<file path="src/rtl/mux_arb_pkg.sv">
// Shared definitions for the two-requester mux arbiter: state encoding and
// hold-counter sizing helper.
package mux_arb_pkg;

  localparam logic [1:0] ST_IDLE  = 2'd0;
  localparam logic [1:0] ST_GNT_A = 2'd1;
  localparam logic [1:0] ST_GNT_B = 2'd2;

  typedef enum logic [1:0] {
    IDLE  = ST_IDLE,
    GNT_A = ST_GNT_A,
    GNT_B = ST_GNT_B
  } state_t;

  // Counter width able to hold MAX_HOLD-1, never narrower than one bit.
  function automatic int unsigned cnt_width(input int unsigned max_hold);
    if (max_hold > 32'd2) begin
      return $clog2(max_hold);
    end else begin
      return 32'd1;
    end
  endfunction

endpackage

</file>
<file path="src/rtl/mux_w.sv">
// WIDTH-parameterised 2:1 data mux; s=0 selects a, s=1 selects b.
module mux_w #(
  parameter int unsigned WIDTH = 1
) (
  input  logic [WIDTH-1:0] a,
  input  logic [WIDTH-1:0] b,
  input  logic             s,
  output logic [WIDTH-1:0] y
);

  assign y = s ? b : a;

endmodule

</file>
<file path="src/rtl/mux_arb.sv">
// Two-requester arbiter steering a shared mux. Define MUX_ARB_TIMEOUT_EN to
// limit a contested grant to MAX_HOLD consecutive cycles.
module mux_arb
  import mux_arb_pkg::*;
#(
  parameter int unsigned WIDTH    = 1,
  parameter int unsigned MAX_HOLD = 4
) (
  input  logic             clk,
  input  logic             rst,
  input  logic             req_a,
  input  logic             req_b,
  input  logic [WIDTH-1:0] a,
  input  logic [WIDTH-1:0] b,
  output logic             grant_a,
  output logic             grant_b,
  output logic             s,
  output logic [WIDTH-1:0] y,
  output logic             y_valid
);

  state_t state_r;
  state_t state_nxt_s;
  logic   last_b_r;
  logic   last_b_nxt_s;
  logic   s_r;
  logic   s_nxt_s;
  logic   grant_a_r;
  logic   grant_b_r;
  logic   timeout_s;

`ifdef MUX_ARB_TIMEOUT_EN
  localparam int unsigned CW = cnt_width(MAX_HOLD);
  localparam logic [CW-1:0] HOLD_LAST = CW'(MAX_HOLD - 32'd1);

  logic [CW-1:0] hold_cnt_r;

  // Hold counter: cycles spent in the current grant, saturating at HOLD_LAST.
  always_ff @(posedge clk or posedge rst) begin
    if (rst) begin
      hold_cnt_r <= {CW{1'b0}};
    end else if ((state_nxt_s != state_r) || (state_r == IDLE)) begin
      hold_cnt_r <= {CW{1'b0}};
    end else if (hold_cnt_r != HOLD_LAST) begin
      hold_cnt_r <= hold_cnt_r + CW'(1);
    end else begin
      hold_cnt_r <= hold_cnt_r;
    end
  end

  assign timeout_s = (hold_cnt_r == HOLD_LAST);
`else
  assign timeout_s = 1'b0;
`endif

  // Next-state arbitration; illegal encodings fall back to IDLE.
  always_comb begin
    state_nxt_s = IDLE;
    case (state_r)
      IDLE: begin
        if (req_a && req_b) begin
          state_nxt_s = last_b_r ? GNT_A : GNT_B;
        end else if (req_a) begin
          state_nxt_s = GNT_A;
        end else if (req_b) begin
          state_nxt_s = GNT_B;
        end else begin
          state_nxt_s = IDLE;
        end
      end
      GNT_A: begin
        if (req_a && !(req_b && timeout_s)) begin
          state_nxt_s = GNT_A;
        end else if (req_b) begin
          state_nxt_s = GNT_B;
        end else begin
          state_nxt_s = IDLE;
        end
      end
      GNT_B: begin
        if (req_b && !(req_a && timeout_s)) begin
          state_nxt_s = GNT_B;
        end else if (req_a) begin
          state_nxt_s = GNT_A;
        end else begin
          state_nxt_s = IDLE;
        end
      end
      default: begin
        state_nxt_s = IDLE;
      end
    endcase
  end

  // Select and last-granted follow the grant being entered; IDLE keeps both.
  always_comb begin
    s_nxt_s      = s_r;
    last_b_nxt_s = last_b_r;
    case (state_nxt_s)
      GNT_A: begin
        s_nxt_s      = 1'b0;
        last_b_nxt_s = 1'b0;
      end
      GNT_B: begin
        s_nxt_s      = 1'b1;
        last_b_nxt_s = 1'b1;
      end
      default: begin
        s_nxt_s      = s_r;
        last_b_nxt_s = last_b_r;
      end
    endcase
  end

  // State and registered outputs; last-granted resets to B so A wins first tie.
  always_ff @(posedge clk or posedge rst) begin
    if (rst) begin
      state_r   <= IDLE;
      grant_a_r <= 1'b0;
      grant_b_r <= 1'b0;
      s_r       <= 1'b0;
      last_b_r  <= 1'b1;
    end else begin
      state_r   <= state_nxt_s;
      grant_a_r <= (state_nxt_s == GNT_A);
      grant_b_r <= (state_nxt_s == GNT_B);
      s_r       <= s_nxt_s;
      last_b_r  <= last_b_nxt_s;
    end
  end

  assign grant_a = grant_a_r;
  assign grant_b = grant_b_r;
  assign s       = s_r;
  assign y_valid = grant_a_r | grant_b_r;

  mux_w #(
    .WIDTH (WIDTH)
  ) u_mux_w (
    .a (a),
    .b (b),
    .s (s_r),
    .y (y)
  );

endmodule

</file>
<file path="config.mk">
export PLATFORM = sky130hd
export DESIGN_NAME = mux_arb
export DESIGN_NICKNAME = d
export VERILOG_FILES = /design/src/rtl/mux_arb_pkg.sv /design/src/rtl/mux_w.sv /design/src/rtl/mux_arb.sv
export SDC_FILE = /design/constraint.sdc
export NUM_CORES = 1
export LEC_CHECK = 0
export CAP_MARGIN = 0
export CELL_PAD_IN_SITES_DETAIL_PLACEMENT = 0
export CELL_PAD_IN_SITES_GLOBAL_PLACEMENT = 1
export CORE_AREA = 2 2 39 41
export CTS_CLUSTER_DIAMETER = 200
export DETAILED_ROUTE_END_ITERATION = 8
export DIE_AREA = 0 0 41 43
export PLACE_DENSITY_LB_ADDON = 0.15
export SYNTH_ARGS = -nofsm -noshare
export SYNTH_HDL_FRONTEND = slang
export SYNTH_SLANG_ARGS = --single-unit
</file>
<file path="constraint.sdc">
create_clock -name clk -period 1.6 [get_ports clk]
set_input_delay 0.24 -clock clk [delete_from_list [all_inputs] [get_ports clk]]
set_output_delay 0.24 -clock clk [all_outputs]
set_load 0.02 [all_outputs]
</file>
## After elaboration in Yosys (flattened, before gate mapping)

Index checks and enable logic that the tools add are counted.

- $mul: 0
- Equal/unequal tests: 4
- Magnitude comparators: 0
- Mux-type cells: 9
- Divide/modulo/power cells: 0
- Reduce and logical (&&, ||, !) cells: 3
- Add/sub/neg operators: 0
- Shift operators: 0
- Bitwise gates (word level): 1

Operators by type and width:

| kind | number |
|---|---|
| 2-bit two-way mux | 5 |
| 2-bit case mux with 3 select lines | 1 |
| 2-bit by 1-bit == test with 1-bit output (second input constant) | 2 |
| 2-bit == test (second input constant) | 2 |
| 2-bit logical NOT | 1 |
| 1-bit two-way mux | 2 |
| 1-bit case mux with 2 select lines | 1 |
| 2-bit nonzero test | 1 |
| 1-bit logical AND | 1 |
| 1-bit bitwise OR | 1 |

- Output and inout port bits: 5
- ROM bits: 0
- Word-level logic and storage cells: 22
- Bits in registers: 6
- Memories: 0
- Bits in latches: 0
- Bits in writable memories: 0

## Longest topological paths before layout

- Word-level depth: 6
- Mapped depth: 5
- Gate-level depth less buffers: 5

## Hierarchy

From an unflattened synthesis, not the netlist that was laid out.

- Cell total of the unflattened synthesis: 25
- Area total of the unflattened synthesis: 286.5 µm²

Modules (own cells, without submodules):

| module | instances | cells each | seq. area each (µm²) | area each (µm²) |
|---|---|---|---|---|
| mux_arb | 1 | 24 | 151.4 | 271.5 |
| mux_w | 1 | 1 | 0.0 | 15.0 |

## Worst setup path after synthesis

OpenSTA, ideal clock, no wires.

- Path type: flip-flop to flip-flop
- From: register last_b_r
- To: register s_r (netlist: s)
- Setup time: 118 ps
- Arrival: 1184 ps
- Setup slack: 298 ps
- Required time: 1482 ps
- Buffers on the path: 0
- Clock period less this slack: 1302 ps
- Cell stages (with the launch flop): 6
- Cells stage by stage: dfstp_2 nand2b_1 a21o_1 ha_1 nand2b_1 nand2_1

- Word-level cells in the longest chain between the ends: 5
- Elaborated cells on any way between the ends: 7
- Classes of those cells: eq/ne (2); mux (4); reduce/logical (1)

Ends and longest elaborated chain:

| element | line | source |
|---|---|---|
| from (decl) | mux_arb.sv:24 | `logic last_b_r;` |
| from (signal assigned) | mux_arb.sv:128 | `last_b_r <= last_b_nxt_s;` |
| 2-bit two-way mux * | mux_arb.sv:62 | `state_nxt_s = last_b_r ? GNT_A : GNT_B;` |
| 2-bit two-way mux * | mux_arb.sv:61 | `if (req_a && req_b) begin` |
| 2-bit case mux with 3 select lines * | mux_arb.sv:59 | `case (state_r)` |
| named net state_nxt_s[1] | mux_arb.sv:23 | `state_t state_nxt_s;` |
| 2-bit == test or 2-bit by 1-bit == test with 1-bit output (tied branches) | mux_arb.sv:99 | `case (state_nxt_s)` |
| 1-bit case mux with 2 select lines or 2-bit nonzero test (tied branches) | -- |  |
| to (signal assigned) | mux_arb.sv:127 | `s_r <= s_nxt_s;` |
| to (decl) | mux_arb.sv:26 | `logic s_r;` |

The timed path passes the listed nets; every way through them passes the cells marked *.
A chain may end at the register's enable or synchronous reset.

## Final worst setup path

- From: register s_r (netlist: s)
- To: output y

- Word-level cells in the longest chain between the ends: 1

Ends and longest elaborated chain:

| element | line | source |
|---|---|---|
| 1-bit two-way mux | mux_w.sv:11 | `assign y = s ? b : a;` |
| to (decl) | mux_arb.sv:18 | `output logic [WIDTH-1:0] y,` |

Every way passes these cells.

==> flow_summary.json <==
{
  "start_kind": "flop",
  "status": "complete, no violations",
  "setup_viol_count_final": 0,
  "drt_iter0_markers": 1,
  "slew_violations": 0,
  "cts.sinks": 6,
  "postCtsSetupBuffers": 0,
  "vias_per_cell": 4.13,
  "globalplace.congestion": 0.670,
  "cp.required_ps": 1360,
  "grt_first_pass_wirelength_um": 910,
  "maxCapViolations": 0,
  "internal-power_mw": 0.416,
  "holdBufCountCts": 0,
  "clock_skew_ps": 5.79,
  "remaining_drc_errors": 0,
  "power_frac_clock_pct": 24.1,
  "ios": 11,
  "vias": 227,
  "cts_tree": "done",
  "avgRoutedWirePerCell_um": 9.15,
  "critPathCaptureType": "output port",
  "clock.fmax_mhz": 669,
  "ir_worst_vdd_mv": 0.496,
  "crit_type": "flop to output port",
  "grt_max_degree": 7,
  "post-place-ws_ps": -106,
  "critPathMaxFanout": 3,
  "yosys.cell_count.top_type": "dfrtp_1",
  "die_w_um": 41,
  "place.port_buffers": 10,
  "period_needed_ps": 1490,
  "hold_class": "input pin to asynchronous set/reset pin",
  "hold_violations": 0,
  "p_per_area_nw_per_um2": 1440,
  "cts_buffers": 3,
  "h-tree-depth": 1,
  "maxSlewHeadroom_pct": 85.0,
  "netlist_area_um2": 283,
  "rows": 14,
  "clock_path_buffers": 2,
  "layout.nets": 48,
  "switching_power_mw": 0.199,
  "ys_types": 16,
  "stdcell_area_um2": 427,
  "clkTransAtPathRegs_ps": 50,
  "core-area_um2": 1380,
  "syn_inst": 25,
  "clk_latency_ps": 240,
  "p_leak_nw": 0.205,
  "root_buffer": "clkbuf_4",
  "async_flop_share_pct": 100,
  "seqPwrFrac_pct": 37.9,
  "reg2reg_setup_slack_ps": 220,
  "dp.final_hpwl_um": 434,
  "worst_pin_slew_ps": 225,
  "ant_nets": 0,
  "die_y_um": 43,
  "ys_seq_area_share_pct": 53.5,
  "ys.warnings.count": 0,
  "ys_seq_elements": 6,
  "drive_gt1_share_pct": 12.8,
  "final.period_utilization_pct": 93.4,
  "grt_pass1_vias": 229,
  "synth_top_area_share_pct": 44.2,
  "rsz0062_at_grt": "false",
  "synth_common_cells": "dfrtp_1 (5), nand2_1 (4), ha_1 (2), nand2b_1 (2)",
  "synth_fp_nets": 33,
  "arrival_ps": 1250,
  "initial_utilization_pct": 20.4,
  "synth.area.top_cells": "dfrtp_1 (44%), dfstp_2 (9.3%), ha_1 (8.8%)",
  "switching_share_pct": 32.3,
  "dpl-instance-area_um2": 403,
  "finalWirelength_um": 503,
  "setup_slack_ps": 106,
  "die_area_um2": 1760,
  "antenna_cells": 0,
  "antenna_found_initial": 0,
  "yosys.area.top_type": "dfrtp_1",
  "avgSynthCellArea_um2": 11.3,
  "grt_usage_pct": 8.38,
  "grt.overflow.total": 0,
  "pwr-share-comb_pct": 38.0,
  "area.growth.synth_to_final_pct": 50.9,
  "synth_edf_count": 0,
  "firstDrtPassIters": 2,
  "ys.flop_type": "dfrtp_1"
}
-- cells in the final DEF (no fill, tap or decap), drive strengths merged --
cell,synthesis,routed
a21o,1,1
a21oi,1,1
clkbuf,0,4
clkdlybuf4s50,0,8
dfrtp,5,5
dfstp,1,1
dlygate4sd2,0,2
ha,2,2
inv,1,1
mux2,1,1
nand2,4,4
nand2b,2,2
nor2,1,1
nor2b,1,1
nor3b,1,1
o21a,1,1
o21ai,1,1
o21ba,1,1
or2,1,1
-- power by group through the flow --
| stage | clock (mW) | combinational [mW] | sequential, mW |
|---|---|---|---|
| 6_report | 0.148 | 0.234 | 0.233 |
| 5_1_grt | 0.168 | 0.261 | 0.240 |
| 4_1_cts | 0.157 | 0.239 | 0.234 |
| 3_5_place_dp | 0 | 0.250 | 0.237 |
| 3_3_place_gp | 0 | 0.248 | 0.235 |
| 2_1_floorplan | 0 | 0.119 | 0.258 |
-- cell type report --
| type | count | area (um2) |
|---|---|---|
| repair buffers | 10 | 97.6 |
| multi-input cells | 18 | 128 |
| fillers | 150 | 957 |
| inverters | 1 | 3.75 |
| flip-flops and latches | 6 | 151 |
| well taps | 16 | 20.0 |
| clock buffers | 4 | 26.3 |
-- kinds of logic after synthesis --
group / share of synthesized area, %
compound gates: 12.4
fa+ha+maj: 8.85
buf+inv: 1.33
flops: 53.5
mux: 3.98
simple gates: 19.9
-- through the flow --
stage	power [mW]	TNS (ps)	hold WS, ps	utilization (%)	std cells
2_1_floorplan	0.377	0	30.2	-	25
3_3_place_gp	0.482	-104	474	29.1	51
3_5_place_dp	0.487	-150	477	29.1	51
4_1_cts	0.631	0	212	30.8	55
5_1_grt	0.669	0	238	30.8	55
6_report	0.615	0	207	30.8	55
-- layer usage --
| metal | share of wire [%] | vias to the layer above | track usage, % |
|---|---|---|---|
| met1 | 40 | 107 | 7.19 |
| li1 | - | 111 | - |
| met2 | 51 | 7 | 12.5 |
| met5 | 0 | - | 0 |
| met4 | 1.2 | 0 | 4.00 |
| met3 | 8.0 | 2 | 7.85 |
-- what timing repair did --
action / 4_1_cts / 5_1_grt
setup endpoints to repair: 2 / 0
hold endpoints to repair: 0 / 0
gates resized for setup: 2 / 0
-- final timing paths --
kind,startpoint,end,cells after the start
min reg2reg,last_b_r,last_b_r,2
min in group clk,last_b_r,last_b_r,2
max in group asynchronous,rst,last_b_r,2
max reg2reg,last_b_r,s,5
min,rst,grant_b,2
max,s,y,2
-- sequential cells by signal (all words and copies together), names as in the netlist --
register / flops
last_b_r: 1
grant_a: 1
grant_b: 1
state_r: 2
s: 1
-- critical path, cell delays in order, from the launching register on --
cell	delay (ps)
dfrtp_1	390
mux2_1	310
dlygate4sd2_1	320
Note: power is estimated with default switching activity, not from simulation.
